===== src/rtl/mips_mem_pkg.sv =====
// Shared types and encodings for the load/store unit: FSM states, access sizes,
// the registered request record and the alignment rule.
package mips_mem_pkg;

    typedef enum logic [1:0] {
        IDLE = 2'd0,
        REQ  = 2'd1,
        WAIT = 2'd2,
        DONE = 2'd3
    } lsu_state_t;

    localparam logic [1:0] SIZE_BYTE = 2'b00;
    localparam logic [1:0] SIZE_HALF = 2'b01;
    localparam logic [1:0] SIZE_WORD = 2'b10;

    localparam int DEFAULT_TIMEOUT_CYCLES = 256;
    localparam int NUM_LANES              = 4;

    // Everything captured when an op leaves IDLE; load formatting uses size/lane/zext later.
    typedef struct packed {
        logic                 write;
        logic [31:0]          addr;
        logic [31:0]          wdata;
        logic [NUM_LANES-1:0] byte_en;
        logic [1:0]           size;
        logic [1:0]           lane;
        logic                 zext;
    } lsu_req_t;

    // Reserved size 2'b11 follows the word rule.
    function automatic logic is_misaligned(input logic [1:0] size, input logic [1:0] lane);
        case (size)
            SIZE_BYTE: return 1'b0;
            SIZE_HALF: return lane[0];
            default:   return |lane;
        endcase
    endfunction

endpackage


===== src/rtl/lsu_data_align.sv =====
// Combinational lane steering: store replication and byte enables from the live
// op, load lane extraction and sign/zero extension from the captured request.
module lsu_data_align
    import mips_mem_pkg::*;
(
    input  logic [1:0]           st_size,
    input  logic [1:0]           st_lane,
    input  logic [31:0]          st_data,
    output logic [31:0]          st_wdata,
    output logic [NUM_LANES-1:0] st_byte_en,
    input  logic [1:0]           ld_size,
    input  logic [1:0]           ld_lane,
    input  logic                 ld_zext,
    input  logic [31:0]          ld_rdata,
    output logic [31:0]          ld_data
);

    logic [NUM_LANES-1:0][7:0] st_lanes;
    logic [NUM_LANES-1:0][7:0] rd_lanes;
    logic [7:0]                ld_byte;
    logic [15:0]               ld_half;

    for (genvar i = 0; i < NUM_LANES; i++) begin : g_lane
        assign st_byte_en[i] = (st_size == SIZE_BYTE) ? (st_lane == 2'(i)) :
                               (st_size == SIZE_HALF) ? (st_lane[1] == 1'(i / 2)) : 1'b1;
        assign st_lanes[i]   = (st_size == SIZE_BYTE) ? st_data[7:0] :
                               (st_size == SIZE_HALF) ? st_data[8*(i%2) +: 8] : st_data[8*i +: 8];
    end

    assign st_wdata = st_lanes;
    assign rd_lanes = ld_rdata;
    assign ld_byte  = rd_lanes[ld_lane];
    assign ld_half  = ld_lane[1] ? ld_rdata[31:16] : ld_rdata[15:0];

    always_comb begin
        ld_data = ld_rdata;
        case (ld_size)
            SIZE_BYTE: ld_data = {{24{~ld_zext & ld_byte[7]}}, ld_byte};
            SIZE_HALF: ld_data = {{16{~ld_zext & ld_half[15]}}, ld_half};
            default:   ld_data = ld_rdata;
        endcase
    end

endmodule


===== src/rtl/load_store_unit.sv =====
// Single-outstanding load/store unit between the EX/MEM stage and a ready/valid
// memory port, with misalignment trapping and a request timeout.
module load_store_unit
    import mips_mem_pkg::*;
#(
    parameter int TIMEOUT_CYCLES = DEFAULT_TIMEOUT_CYCLES
) (
    input  logic        clk,
    input  logic        reset,
    input  logic        ctrl_memRead_ex_mem,
    input  logic        ctrl_memWrite_ex_mem,
    input  logic [31:0] mem_address,
    input  logic [31:0] write_data_into_mem,
    input  logic [1:0]  mem_size,
    input  logic        mem_unsigned,
    output logic        stall,
    output logic [31:0] read_data_from_mem,
    output logic        load_valid,
    output logic        misaligned_exc,
    output logic        bus_error,
    output logic        req_valid,
    output logic        req_write,
    output logic [31:0] req_addr,
    output logic [31:0] req_wdata,
    output logic [3:0]  req_byte_en,
    input  logic        req_ready,
    input  logic        resp_valid,
    input  logic [31:0] resp_rdata
);

    localparam int CNT_W = (TIMEOUT_CYCLES > 2) ? $clog2(TIMEOUT_CYCLES) : 1;
    localparam logic [CNT_W-1:0] CNT_LAST = CNT_W'(TIMEOUT_CYCLES - 1);

    lsu_state_t state, next_state;
    lsu_req_t   req_q;
    logic [CNT_W-1:0] cnt;

    logic        any_op, misaligned, valid_op, busy, timeout;
    logic        accept, load_done;
    logic [31:0] st_wdata, ld_data;
    logic [3:0]  st_byte_en;

    assign any_op     = ctrl_memRead_ex_mem | ctrl_memWrite_ex_mem;
    assign misaligned = is_misaligned(mem_size, mem_address[1:0]);
    assign valid_op   = any_op & ~misaligned;
    assign busy       = (state == REQ) || (state == WAIT);
    assign timeout    = busy && (cnt == CNT_LAST);
    assign accept     = (state == IDLE) && valid_op;
    // A timeout outranks a coincident response so the abort path is deterministic.
    assign load_done  = (state == WAIT) && !timeout && resp_valid;

    lsu_data_align u_align (
        .st_size    (mem_size),
        .st_lane    (mem_address[1:0]),
        .st_data    (write_data_into_mem),
        .st_wdata   (st_wdata),
        .st_byte_en (st_byte_en),
        .ld_size    (req_q.size),
        .ld_lane    (req_q.lane),
        .ld_zext    (req_q.zext),
        .ld_rdata   (resp_rdata),
        .ld_data    (ld_data)
    );

    always_ff @(posedge clk or negedge reset) begin
        if (!reset) state <= IDLE;
        else        state <= next_state;
    end

    always_comb begin
        next_state = state;
        case (state)
            IDLE: if (valid_op) next_state = REQ;
            REQ: begin
                if (timeout)        next_state = DONE;
                else if (req_ready) next_state = req_q.write ? DONE : WAIT;
            end
            WAIT: if (timeout || resp_valid) next_state = DONE;
            DONE: next_state = IDLE;
            default: next_state = IDLE;
        endcase
    end

    // Stall is gated by reset so every output reads zero while reset is held.
    always_comb begin
        stall     = reset && (accept || busy);
        req_valid = (state == REQ);
    end

    always_ff @(posedge clk or negedge reset) begin
        if (!reset) begin
            cnt                <= '0;
            req_q              <= '0;
            read_data_from_mem <= '0;
            load_valid         <= 1'b0;
            misaligned_exc     <= 1'b0;
            bus_error          <= 1'b0;
        end else begin
            misaligned_exc <= (state == IDLE) && any_op && misaligned;
            load_valid     <= load_done;
            bus_error      <= timeout;
            if (accept) begin
                cnt           <= '0;
                req_q.write   <= ~ctrl_memRead_ex_mem;
                req_q.addr    <= {mem_address[31:2], 2'b00};
                req_q.wdata   <= st_wdata;
                req_q.byte_en <= st_byte_en;
                req_q.size    <= mem_size;
                req_q.lane    <= mem_address[1:0];
                req_q.zext    <= mem_unsigned;
            end else if (busy) begin
                cnt <= cnt + 1'b1;
            end
            if (load_done) read_data_from_mem <= ld_data;
        end
    end

    assign req_write   = req_q.write;
    assign req_addr    = req_q.addr;
    assign req_wdata   = req_q.wdata;
    assign req_byte_en = req_q.byte_en;

endmodule


===== config.mk =====
export PLATFORM = sky130hd
export DESIGN_NAME = load_store_unit
export DESIGN_NICKNAME = d
export VERILOG_FILES = /design/src/rtl/mips_mem_pkg.sv /design/src/rtl/lsu_data_align.sv /design/src/rtl/load_store_unit.sv
export SDC_FILE = /design/constraint.sdc
export NUM_CORES = 1
export LEC_CHECK = 0
export CORE_MARGIN = 3
export CORE_UTILIZATION = 30
export DETAILED_ROUTE_END_ITERATION = 7
export HOLD_SLACK_MARGIN = 0.08
export PLACE_DENSITY_LB_ADDON = 0.3
export SLEW_MARGIN = 10
export SYNTH_ARGS = -nofsm -noshare
export SYNTH_HDL_FRONTEND = slang
export SYNTH_SLANG_ARGS = --single-unit
export TNS_END_PERCENT = 10

===== constraint.sdc =====
create_clock -name clk -period 4.83 [get_ports clk]
set_input_delay 1.449 -clock clk [delete_from_list [all_inputs] [get_ports clk]]
set_output_delay 1.449 -clock clk [all_outputs]
set_load 0.02 [all_outputs]

## Word-level counts from Yosys, hierarchy flattened

Index checks and enable logic that the tools add are counted.

| word-level totals | value |
|---|---|
| flip-flop bits (word level) | 117 |
| latch bits | 0 |
| memories | 0 |
| ROM bits | 0 |
| memory bits (writable) | 0 |
| input bits | 105 |

| cells by class | value |
|---|---|
| add/sub/neg operators | 1 |
| bitwise gates (word level) | 8 |
| muxes and demuxes | 24 |
| $mul | 0 |
| reduce and logical (&&, ||, !) cells | 18 |
| shifts and indexed selects | 0 |
| div/mod/pow operators | 0 |
| eq/ne operators | 12 |
| magnitude comparators | 1 |

Operators with widths:

| operator | number |
|---|---|
| 8-bit 2-to-1 mux | 8 |
| 32-bit one-hot mux with 2 select lines | 1 |
| 8-bit binary-select mux with 2-bit select | 1 |
| 16-bit 2-to-1 mux | 1 |
| 8-bit by 1-bit adder with 8-bit output, second input constant | 1 |
| 2-bit by 1-bit equality test with 1-bit output, second input constant | 4 |
| 2-bit equality test, second input constant | 4 |
| 8-bit equality test, second input constant | 1 |
| 2-bit logical NOT | 4 |
| 2-bit 2-to-1 mux | 4 |
| 2-bit one-hot mux with 4 select lines | 1 |
| 1-bit logical AND | 7 |
| 1-bit 2-to-1 mux | 7 |
| 1-bit inverter | 4 |
| 1-bit bitwise AND | 3 |
| 1-bit logical OR | 3 |
| 2-bit by 3-bit less-than comparator with 1-bit output, second input constant | 1 |
| 3-bit by 1-bit inequality test with 1-bit output, second input constant | 1 |
| 3-bit AND reduction | 1 |
| 2-bit by 1-bit inequality test with 1-bit output, second input constant | 1 |
| 2-bit inequality test, second input constant | 1 |
| 1-bit one-hot mux with 2 select lines | 1 |
| 2-bit nonzero test | 1 |
| 2-bit OR reduction | 1 |
| other kinds (2) | 2 |

## Logic depth before layout (Yosys ltp)

| depth | value |
|---|---|
| depth in word-level cells | 7 |
| gate-level depth with buffers | 9 |
| depth with buffers taken out | 7 |

## Modules after synthesis

Synthesis repeated with hierarchy kept, for this count alone.

| second synthesis, totals | value |
|---|---|
| cells, all modules | 514 |
| area total of the unflattened synthesis | 6607.6 µm² |

Modules (own cells, without submodules):

| module | cells an instance | area an instance (µm²) | instances |
|---|---|---|---|
| load_store_unit | 358 | 5452.7 | 1 |
| lsu_data_align | 156 | 1154.9 | 1 |

## Worst setup path after synthesis

OpenSTA, ideal clock, no wires.

| timing | value |
|---|---|
| path kind | in2out |
| start | input port ctrl_memWrite_ex_mem |
| end | output port stall |
| setup slack | 1.096 ns |
| data required time | 3.381 ns |
| stages | 4 |
| arrival time | 2.285 ns |
| path buffers | 1 |
| path through | o21ai_1 nor3_1 buf_2 o21a_1 |

| between the ends | value |
|---|---|
| cells in the longest elaborated chain, start to end | 5 |

RTL lines:

| item | line | source |
|---|---|---|
| start, declared | load_store_unit.sv:11 | `input logic ctrl_memWrite_ex_mem,` |
| 1-bit bitwise OR | load_store_unit.sv:43 | `assign any_op = ctrl_memRead_ex_mem \| ctrl_memWrite_ex_mem;` |
| 1-bit bitwise AND | load_store_unit.sv:45 | `assign valid_op = any_op & ~misaligned;` |
| 1-bit logical AND | load_store_unit.sv:48 | `assign accept = (state == IDLE) && valid_op;` |
| 1-bit logical OR | load_store_unit.sv:86 | `stall = reset && (accept \|\| busy);` |
| 1-bit logical AND | load_store_unit.sv:86 |  |
| end, declared | load_store_unit.sv:16 | `output logic stall,` |

Every way passes these cells.

## Worst setup path after layout

| timing | value |
|---|---|
| start | input port mem_address[1] |
| end | output port stall |

| between the ends | value |
|---|---|
| cells in the longest elaborated chain, start to end | 7 |

RTL lines:

| item | line | source |
|---|---|---|
| start, declared | load_store_unit.sv:12 | `input logic [31:0] mem_address,` |
| 2-bit OR reduction | mips_mem_pkg.sv:35 | `default: return \|lane;` |
| 1-bit one-hot mux with 2 select lines | mips_mem_pkg.sv:32 | `case (size)` |
| 1-bit inverter | load_store_unit.sv:45 |  |
| 1-bit bitwise AND | load_store_unit.sv:45 |  |
| 1-bit logical AND | load_store_unit.sv:48 |  |
| 1-bit logical OR | load_store_unit.sv:86 |  |
| 1-bit logical AND | load_store_unit.sv:86 |  |

Every way passes these cells.

==> metrics.md <==
| Metric | Value |
|---|---|
| RePlAce Congestion | `0.806` |
| Yosys warning total | `0` |
| Clk sinks | `117` |
| Hold-fix buffers at CTS | `0` |
| Antenna violations before repair | `0` |
| Largest family of logic cells by synthesized area | `simple AND/OR/NAND/NOR gates` |
| H-tree levels | `4` |
| Avg WL per Cell | `15.7 um` |
| Routed Antenna Nets | `0` |
| Setup-failing EPs final | `0` |
| Clock root cell | `clkbuf_16` |
| Data arrival time of the worst path | `3.10 ns` |
| Leak Pwr | `3.74 nW` |
| Critical setup path kind | `in2out` |
| Placed instance area | `0.00782 mm^2` |
| Clock Skew | `0.0116 ns` |
| P&R area growth vs syn | `40.1%` |
| Global route overflow | `0` |
| Crit path required time | `3.38 ns` |
| Final min period | `4.55 ns` |
| Pwr dens | `667 mW/mm^2` |
| Fin nets | `905` |
| # rows | `51` |
| Buffers on Ports | `208` |
| DRT iter0 DRCs | `247` |
| Adder-cell area share of the yosys netlist | `1.04%` |
| First-pass GRT wire length | `26,300 um` |
| Hold crit path type | `reg2reg` |
| Post-synth ARST share | `100%` |
| Share of the clock period used by the worst path | `94.3%` |
| Final WL | `16,800 um` |
| Share of the synthesized area in the top cell type | `48.6%` |
| Max cap viols | `0` |
| Via count | `4,825` |
| Clk_lat worst skew | `0.41 ns` |
| RSZ-0062 raised after global routing | `no` |
| XOR/XNOR Fraction of Synth Area | `0.872%` |
| ANT cells | `0` |
| Detailed Place HPWL | `11,800 um` |
| F_max | `0.220 GHz` |
| Syn Inst Count | `663` |
| Area contributors post-synth | `dfrtp_1 49%, nand2_1 12%, buf_4 8.8%` |
| Final hold vios | `0` |
| Register area share after synthesis | `48.6%` |
| Number of fill cells in the layout | `1,963` |
| Yosys cell types | `48` |
| Initial Util | `30.8%` |
| Most common cell after layout, fill and taps aside | `clkdlybuf4s50_1` |
| Slew Limit Fails | `0` |
| Commonest cells after routing, fill and taps aside | `207 x clkdlybuf4s50_1, 186 x nand2_1, 117 x dfrtp_1` |
| Post-Syn Area | `0.00603 mm^2` |
| Seq cells post-synth | `117` |
| Post-route setup TNS | `0 ns` |
| CP Max Fanout | `5` |
| Pre-Repair DR Iteration Count | `4` |
| Leading area contributor after synthesis | `dfrtp_1` |
| Vias per cell | `4.50` |
| DRC | `0` |
| CTS tree | `done` |
| Worst-path clk slew | `0.05 ns` |
| Slew margin rel. | `36.0%` |
| Clock Path Buffers | `2` |
| Core area | `0.0196 mm^2` |
| Number of flops mapped to enable cells by yosys | `0` |
| Proportion of synthesized area in mux cells | `7.62%` |
| VDD IR max | `316 uV` |
| Die ar. | `0.0218 mm^2` |
| Share of layout cells above drive strength 1 | `7.80%` |
| I/O pins | `211` |
| Total CTS buffers | `17` |
| Endpoint type of the worst setup path | `output pin` |
| Reg2Reg Setup Slack | `2.17 ns` |
| Vias in the first global route | `4,669` |
| Die Span X | `148 um` |
| Total GRT Usage | `15.3%` |
| Synth Area in Simple Gates | `17.2%` |
| Status | `finished clean` |
| Maximum number of pins on one net before global-route repair | `92` |
| Post-route cell area | `0.00845 mm^2` |
| Least-Margin Pin Slew | `0.956 ns` |
| Postcts setup bufs | `0` |
| Die Y | `148 um` |
| CP startpoint kind | `primary input` |
| Syn Area/Cell | `9.09 um^2` |
| Synth Area in Compound Gates | `12.4%` |
| Post-CTS sizing | `0` |
| Top_reg_cell synth | `dfrtp_1` |
power by group:
group	internal, mW	total [mW]	switching [mW]
clock	0.875	1.33	0.457
sequential	1.43	1.73	0.299
combinational	1.19	2.58	1.38
routing by layer:
metal / up-vias / GRT usage (%) / wire length [um] / share of wire (%)
li1: 2421 / - / - / -
met1: 2248 / 20.7 / 7660 / 46
met2: 145 / 23.6 / 7800 / 46
met3: 11 / 5.09 / 1200 / 7.2
met4: 0 / 3.96 / 158 / 0.94
met5: - / 0 / 0 / 0
registers in the layout, indices dropped and copies added, names as in the netlist:
register            flops
cnt                     8
state                   2
req_write               1
req_addr               30
bus_error               1
misaligned_exc          1
req_q                   5
req_byte_en             4
load_valid              1
req_wdata              32
read_data_from_mem     32
area by class of cell:
cell class	count	area, um^2	area share, %
Timing Repair Buffer	218	2150	25.5
Sequential cell	117	2930	34.7
Clock buffer	19	443	5.24
Tap cell	265	332	3.93
Inverter	10	37.5	0.444
Clock inverter	13	180	2.13
Multi-Input combinational cell	431	2370	28.1
metrics by stage:
step,power [mW],util [%],std cells,hold slack (ns),worst slack [ns]
after global routing,6.01,43.1,1073,0.491,0.177
after detailed placement,4.34,39.9,1041,0.461,0.264
after CTS,5.71,43.1,1073,0.476,0.249
final,5.63,43.1,1073,0.470,0.276
after floorplan,3.52,-,664,0.447,1.10
after global placement,4.31,39.9,1041,0.458,0.278
final timing paths:
check	cells past startpoint	startpoint	endpoint
worst max-delay path	5	mem_address[1]	stall
worst min-delay path	2	req_addr[14]	req_addr[14]
worst max register to register	7	state[1]	read_data_from_mem[13]
worst min register to register	2	req_addr[14]	req_addr[14]
max in group asynchronous	3	reset	req_addr[15]
min in group asynchronous	2	reset	req_wdata[26]
synthesized netlist by cell type (2+ instances only):
cell type / instances
buf_4: 71
mux2i_1: 32
mux2_2: 8
clkbuf_2: 2
nor3_1: 3
ha_1: 5
o21ai_1: 13
a32oi_1: 3
or2_2: 2
o22a_1: 6
a211oi_1: 6
o21ai_0: 36
o21a_1: 4
a22oi_1: 7
a21oi_1: 14
clkbuf_1: 11
a31oi_1: 22
nor2_1: 47
or3_1: 2
nand4_1: 4
nand2b_1: 4
xor2_1: 5
dfrtp_1: 117
buf_2: 21
o2bb2ai_1: 2
inv_1: 9
nand2_1: 186
logic make-up (layout without fill, tap and decap cells):
family | after synthesis | count (layout)
adder cells (fa/ha/maj) | 5 | 5
AO/OA/AOI/OAI | 120 | 120
buffers and inverters | 116 | 260
XOR/XNOR | 6 | 6
flip-flops | 117 | 117
AND/OR/NAND/NOR | 256 | 256
multiplexers | 42 | 42
other | 1 | 2
worst max-delay path: stages:
cell and delay, ns:
clkdlybuf4s50_1 0.52, o21a_1 0.25, nor3_2 0.14, o21a_1 0.13, clkdlybuf4s50_1 0.60
(Power assumes the default switching activity.)
